===== src/rtl/me_sched.sv =====
// me_sched: sequencer and minimum-distance selector for a row of
// absolute-difference PEs. PE k runs k cycles behind PE0, so every
// per-PE control and capture strobe is a k-cycle delayed copy of the
// PE0 version.
module me_sched #(
  parameter int NPE  = 4,
  parameter int BLK  = 4,
  parameter int NGRP = 4,
  localparam int P     = BLK * BLK,
  localparam int NCAND = NPE * NGRP,
  localparam int PW    = (P > 1) ? $clog2(P) : 1,
  localparam int GW    = (NGRP > 1) ? $clog2(NGRP) : 1,
  localparam int CW    = (NCAND > 1) ? $clog2(NCAND) : 1
) (
  input  logic             clock,
  input  logic             resetn,
  input  logic             start,
  input  logic [NPE*8-1:0] acc_in,
  output logic [NPE-1:0]   pe_newdist,
  output logic [NPE-1:0]   pe_s1s2mux,
  output logic [PW-1:0]    addr_r,
  output logic [GW-1:0]    grp_idx,
  output logic             busy,
  output logic             done,
  output logic [7:0]       best_dist,
  output logic [CW-1:0]    best_mv
);

  localparam int DW = (NPE > 1) ? $clog2(NPE) : 1;

  typedef enum logic [1:0] {S_IDLE, S_RUN, S_DRAIN, S_DONE} state_t;

  state_t         state_q, state_d;
  logic [PW-1:0]  pix_q, pix_d;
  logic [GW-1:0]  grp_q, grp_d;
  logic [DW-1:0]  drain_q, drain_d;
  logic [NPE-1:0] nd_q, nd_d;
  logic [NPE-1:0] mux_q, mux_d;
  logic [NPE-1:0] cap_q, cap_d;
  logic [GW-1:0]  cg_q [NPE];
  logic [GW-1:0]  cg_d [NPE];
  logic           busy_q, busy_d;
  logic           done_q, done_d;
  logic [7:0]     best_dist_q, best_dist_d;
  logic [CW-1:0]  best_mv_q, best_mv_d;
  logic           cap0;

  // Sequencer: state, pixel/group counters, drain counter; cap0 marks a group's PE0 end
  always_comb begin
    state_d = state_q;
    pix_d   = pix_q;
    grp_d   = grp_q;
    drain_d = drain_q;
    cap0    = 1'b0;
    case (state_q)
      S_IDLE: begin
        if (start) begin
          state_d = S_RUN;
          pix_d   = '0;
          grp_d   = '0;
        end
      end
      S_RUN: begin
        if (pix_q == PW'(P - 1)) begin
          pix_d = '0;
          cap0  = 1'b1;
          if (grp_q == GW'(NGRP - 1)) begin
            state_d = S_DRAIN;
            grp_d   = '0;
            drain_d = '0;
          end else begin
            grp_d = grp_q + 1'b1;
          end
        end else begin
          pix_d = pix_q + 1'b1;
        end
      end
      S_DRAIN: begin
        if (drain_q == DW'(NPE - 1)) state_d = S_DONE;
        else drain_d = drain_q + 1'b1;
      end
      S_DONE:  state_d = S_IDLE;
      default: state_d = S_IDLE;
    endcase
  end

  // Per-PE controls: PE0 values from the next state, PE k is PE k-1 one cycle later
  always_comb begin
    nd_d[0]  = (state_d == S_RUN) && (pix_d == '0);
    mux_d[0] = (state_d == S_RUN) && !grp_d[0];
    cap_d[0] = cap0;
    cg_d[0]  = grp_q;
    for (int k = 1; k < NPE; k++) begin
      nd_d[k]  = nd_q[k-1];
      mux_d[k] = mux_q[k-1];
      cap_d[k] = cap_q[k-1];
      cg_d[k]  = cg_q[k-1];
    end
    busy_d = (state_d == S_RUN) || (state_d == S_DRAIN);
    done_d = (state_d == S_DONE);
  end

  // Minimum tracking: first capture of a search loads, later ones replace on strict less-than
  always_comb begin
    best_dist_d = best_dist_q;
    best_mv_d   = best_mv_q;
    for (int k = 0; k < NPE; k++) begin
      if (cap_q[k] && (((k == 0) && (cg_q[k] == '0)) || (acc_in[8*k +: 8] < best_dist_d))) begin
        best_dist_d = acc_in[8*k +: 8];
        best_mv_d   = CW'(int'(cg_q[k]) * NPE + k);
      end
    end
  end

  // All state and registered outputs; reset clears delay lines and aborts a search
  always_ff @(posedge clock) begin
    if (!resetn) begin
      state_q     <= S_IDLE;
      pix_q       <= '0;
      grp_q       <= '0;
      drain_q     <= '0;
      nd_q        <= '0;
      mux_q       <= '0;
      cap_q       <= '0;
      busy_q      <= 1'b0;
      done_q      <= 1'b0;
      best_dist_q <= '0;
      best_mv_q   <= '0;
      for (int k = 0; k < NPE; k++) cg_q[k] <= '0;
    end else begin
      state_q     <= state_d;
      pix_q       <= pix_d;
      grp_q       <= grp_d;
      drain_q     <= drain_d;
      nd_q        <= nd_d;
      mux_q       <= mux_d;
      cap_q       <= cap_d;
      busy_q      <= busy_d;
      done_q      <= done_d;
      best_dist_q <= best_dist_d;
      best_mv_q   <= best_mv_d;
      for (int k = 0; k < NPE; k++) cg_q[k] <= cg_d[k];
    end
  end

  assign pe_newdist = nd_q;
  assign pe_s1s2mux = mux_q;
  assign addr_r     = pix_q;
  assign grp_idx    = grp_q;
  assign busy       = busy_q;
  assign done       = done_q;
  assign best_dist  = best_dist_q;
  assign best_mv    = best_mv_q;

endmodule


===== config.mk =====
export PLATFORM = sky130hd
export DESIGN_NAME = me_sched
export DESIGN_NICKNAME = d
export VERILOG_FILES = /design/src/rtl/me_sched.sv
export SDC_FILE = /design/constraint.sdc
export NUM_CORES = 1
export LEC_CHECK = 0
export CORE_ASPECT_RATIO = 0.8
export CORE_MARGIN = 4
export CORE_UTILIZATION = 55
export DETAILED_ROUTE_END_ITERATION = 7
export PLACE_DENSITY = 0.95
export SLEW_MARGIN = 30
export SYNTH_ARGS = -nofsm -noshare
export SYNTH_HDL_FRONTEND = slang
export SYNTH_SLANG_ARGS = --single-unit

===== constraint.sdc =====
create_clock -name clock -period 27.7 [get_ports clock]
set_input_delay 8.31 -clock clock [delete_from_list [all_inputs] [get_ports clock]]
set_output_delay 8.31 -clock clock [all_outputs]
set_load 0.03 [all_outputs]

# Word level (Yosys, flattened, before mapping)
# Memories as Yosys holds them, arrays and structs flattened.
# Index checks and enable logic that the tools add are counted.
# totals
mem_count	1
register_bits	36
elab_cells	90
output_inout_bits	28
ramBits	8
# classes
n_mux	31
n_lt_le_gt_ge	4
n_reduce_logical	18
addsub	6
n_eq_ne	13
bitwise_logic	4
# memory_table
name	depth	word_bits	rd	rd_clocked_by_memory_dff	wr	line	source
cg_q	4	2	4	0	4	40	logic [GW-1:0] cg_q [NPE];
# ops
cell	n
< comparator 8 bit	4
two-way mux 8 bit	4
two-way mux 2 bit	14
two-way mux 4 bit	6
== test 2 bit, second input constant	6
adder 4 x 1 -> 4 bit, second input constant	2
adder 4 x 2 -> 4 bit, second input constant	2
inequality test 2 bit, second input constant	4
case mux 2 bit (2 select lines)	2
case mux 2 bit (4 select lines)	1
case mux 4 bit (2 select lines)	1
logical AND 1 bit	6
adder 2 x 1 -> 2 bit, second input constant	2
== test 2 x 1 -> 1 bit, second input constant	2
== test 4 bit, second input constant	1
logical NOT 2 bit	2
logical NOT 4 bit	1
OR 1 bit	4
AND reduction 4 bit	1
nonzero test 2 bit	2
nonzero test 4 bit	1
two-way mux 1 bit	3
AND reduction 3 bit	1
logical OR 1 bit	2
other kinds (2)	2

# Longest topological paths before layout
# depth
ltp_word	13
depth_mapped	37
ltp_nobuf	33

# Worst setup path before layout
# OpenSTA, ideal clock, no wires.
# synth_path
path_kind	input -> register
startpoint	input port acc_in[7]
endpoint	register best_dist_q[2], in the netlist best_dist[2]
cell_stages	35
required_ns	27.609
setup_time_ns	0.091
n_path_buf	5
t_arrival_ns	14.738
setup_slack_ns	12.871
cell_sequence	ha_1 > and3_1 > o211ai_1 > o21a_2 > a21oi_4 > buf_1 > mux2i_1 > ha_1 > o211ai_1 > o211ai_1 > nand3_1 > o32ai_1 > mux2_4 > or2_0 > buf_6 > clkbuf_1 > a21oi_1 > inv_1 > ha_1 > a21o_1 > a211oi_1 > o21a_1 > o31a_1 > buf_6 > nand3_1 > and2_1 > ha_1 > a21o_1 > a221oi_1 > o21ai_0 > nor2_1 > nand4b_1 > and2_1 > buf_2 > a311oi_1
# synth_between
elab_chain_cells	13
# synth_rtl
item	line	source
start, declared	18	input logic [NPE*8-1:0] acc_in,
< comparator 8 bit	108	if (cap_q[k] && (((k == 0) && (cg_q[k] == '0)) || (acc_in[8*k +: 8] < best_dist_d))) begin
logical OR 1 bit	108	
logical AND 1 bit	108	
two-way mux 8 bit *	108	
< comparator 8 bit	108	
logical AND 1 bit	108	
two-way mux 8 bit *	108	
< comparator 8 bit	108	
logical AND 1 bit	108	
two-way mux 8 bit *	108	
< comparator 8 bit	108	
logical AND 1 bit	108	
two-way mux 8 bit *	108	
end signal, assigned	140	best_dist_q <= best_dist_d;
end, declared	44	logic [7:0] best_dist_q, best_dist_d;
# Mark *: on every way between the ends. The rest lies on a longest branch, timed or not.
# A chain may end at the register's enable or synchronous reset.

# Worst setup path in the final report
# layout_path
startpoint	input port acc_in[7]
endpoint	register best_dist_q[4], in the netlist best_dist[4]
# The elaborated chain is that of the path after synthesis.

==> summary.txt <==
Timing
  • Unrepaired setup endpoints after global routing: no
  • Worst-margin pin slew: 0.9130 ns
  • Slew headroom: 39.13%
  • Skew final: 0.01063 ns
  • Final setup violation count: 0
  • TNS Setup: 0 ns
  • Peak Freq: 60.58 MHz
  • Fin. max-slew vios: 0
  • Final hold vios: 0
  • Final min period: 16.51 ns
  • Final period util: 59.60%

Yosys
  • Cells after Synth: 338
  • Ys Warns: 0
  • Asr flop ratio synth: 0%
  • Synth Cell Area: 2869 um^2
  • Syn_nets: 403
  • Synth cell types: 56
  • Number of flops mapped to enable cells by yosys: 0
  • Sequential cell area fraction in the yosys report: 30.70%
  • Mean Syn Cell Area: 8.488 um^2
  • Register bit total from synthesis: 44
  • Synth Flop Type: dfxtp_1

Hold path
  • Hold Path Class: flop to flop

Route
  • Vias: 2762
  • Routed wire length: 7.828 mm
  • DRC violations left: 0
  • Avg Vias per Cell: 6.138
  • 1st-iter DRT viols: 237
  • WL/cell: 17.40 um
  • Router iterations before antenna repair: 5
  • Antenna viol nets, final: 0

Power and ir drop
  • Pwr Density: 37.15 nW/um^2
  • Leakage Power: 1.391 nW
  • Sw power: 0.00003179 W
  • Sequential power share: 49.1%
  • Combinational share of power: 13.7%
  • Sw Ratio: 24.06%
  • VDD IR max: 0.00003797 V
  • Clock share of power: 37.3%
  • Internal: 0.0001004 W

CTS
  • CTS buffer count: 5
  • Hold Buf Count CTS: 0
  • Clk Latency, worst-skew pair: 0.30 ns
  • PostCTS Resize Cnt: 0
  • Clock transition at path regs: 0.09 ns
  • CTS Sinks: 44
  • CTS root buf: clkbuf_8
  • CTS tree: built
  • Longest Clk Path Bufs: 2
  • H-tree levels: 2
  • Setup Buffers After CTS: 0

Worst setup path
  • Reg2reg setup slack: 19.25 ns
  • CP endpoint kind: flop
  • Worst setup path startpoint: acc_in[7]
  • Crit Path Max Fanout: 18
  • Crit path top cell by count: ha_1
  • Worst setup path endpoint: best_dist[4]
  • Crit Path Category: input port to flop
  • Worst Reg-to-Reg Cells: 31
  • FF-to-FF Start: best_dist[7]
  • Slowest-stage cell, CP: or2_0
  • Worst Path Arrival: 16.69 ns
  • CP peak stage delay: 0.71 ns
  • CP Launch Type: input port
  • Required @ worst endpoint: 27.88 ns
  • Worst r2r dst: best_dist[4]

Die
  • Initial core utilization: 56.97%
  • I/O pins: 63
  • Die Ht: 72.60 um
  • Core Rows: 23
  • Die X: 88.75 um
  • Core region area: 5036 um^2
  • Die ar.: 6443 um^2

Finish
  • Commonest non-fill, non-tap cells in the layout: clkdlybuf4s50_1, dfxtp_1, ha_1, a21oi_1, and2_1
  • Layout cells sized above 1: 5.412%
  • N_diodes: 0
  • Commonest non-fill, non-tap cell in the layout: clkdlybuf4s50_1
  • P&R area growth vs syn: 23.99%
  • Nets: 452
  • Design area: 3557 um^2

Run
  • Maxcap violations: 0

Placed design
  • DPL Wire Length: 6.258 mm
  • PortBufs: 62
  • Cell Area, Placed: 3441 um^2
  • Final GP Congestion: 0.9011

Outcome
  • Run status: completed

GRT
  • Gr ovfl total: 0
  • First-pass GRT wire length: 12.61 mm
  • Total GRT Usage: 25.33%
  • Initial antenna violation count: 0
  • Vias in the first global route: 2607
  • Largest net degree at the start of global routing: 26
synth_stat cells (all sizes together) (5+ instances only):
cell / number / share of area (%)
nor2: 25 / 3.3
dfxtp: 44 / 31
nand3: 23 / 4.0
buf: 14 / 3.6
mux2i: 8 / 2.8
o21ai: 15 / 2.6
nand2: 15 / 2.0
a22o: 5 / 1.5
clkbuf: 6 / 0.78
ha: 30 / 13
and2: 28 / 6.1
o21a: 5 / 1.4
inv: 18 / 2.4
a21oi: 30 / 5.6
a311oi: 8 / 2.4
a21o: 7 / 1.8
power groups by stage:
stage	clock, W	sequential, W	combinational [W]
6_report	0.0000492	0.0000648	0.0000181
5_1_grt	0.0000529	0.0000650	0.0000197
3_3_place_gp	0	0.0000662	0.0000173
2_1_floorplan	0	0.0000666	0.00000839
4_1_cts	0.0000501	0.0000648	0.0000180
3_5_place_dp	0	0.0000663	0.0000178
logic make-up (layout without fill, tap and decap cells):
logic type	Yosys count	after routing	synth area share, %
flip-flops	44	44	30.70
AO/OA/AOI/OAI	99	99	24.20
multiplexers	9	9	3.314
XOR/XNOR	2	2	0.6107
buffers and inverters	39	89	6.890
AND/OR/NAND/NOR	115	115	21.20
adder cells (fa/ha/maj)	30	30	13.08
sequential cells by signal (all words and copies together) (netlist names):
register	flops
drain_q	2
done	1
grp_idx	2
cg_q	8
addr_r	4
cap_q	4
pe_s1s2mux	4
busy	1
pe_newdist	4
best_dist	8
best_mv	4
state_q	2
per-layer routing:
layer  GRT usage, %  up-vias  part of all wire (%)
li1               -     1321                     -
met1          36.00     1245                    44
met2          37.73      175                    44
met3          6.321       21                   9.5
met4          7.718        0                   2.5
met5              0        -                     0
stage by stage:
step                std cells  hold WS [ns]  util, %  setup WS [ns]   power (W)
floorplan                 338        0.4172        -          12.87  0.00007502
CTS                       450        0.4515    70.63          11.35   0.0001329
global route              450        0.4502    70.63          10.62   0.0001376
finish                    450        0.4582    70.63          11.19   0.0001321
global placement          442        0.4379    68.32          11.46  0.00008355
detailed placement        442        0.4457    68.32          11.09  0.00008410
layout make-up:
cell class,count,area (um^2)
fillers,381,1479
flip-flops and latches,44,880.8
inverters,19,71.32
clock buffers,5,68.82
well taps,62,77.57
repair buffers,62,620.6
clock inverters,3,47.55
multi-input cells,255,1790
critical path, delay by kind of cell:
family          cells  cell delay [ns]
buf+inv             2             0.54
mux                 2             0.42
fa+ha+maj           4             1.24
simple gates       10             2.69
compound gates     13             3.48
how the worst min path moves through the flow:
stage	start	end	slack, ns	cells past startpoint
final	cap_q[1]	cap_q[2]	0.46	1
after global routing	cap_q[1]	cap_q[2]	0.45	1
after CTS	cap_q[1]	cap_q[2]	0.45	1
after detailed placement	pe_s1s2mux[2]	pe_s1s2mux[3]	0.45	1
after global placement	pe_s1s2mux[2]	pe_s1s2mux[3]	0.44	1
after floorplan	cap_q[2]	cap_q[3]	0.42	2
Power figures use the tool's default switching activity.
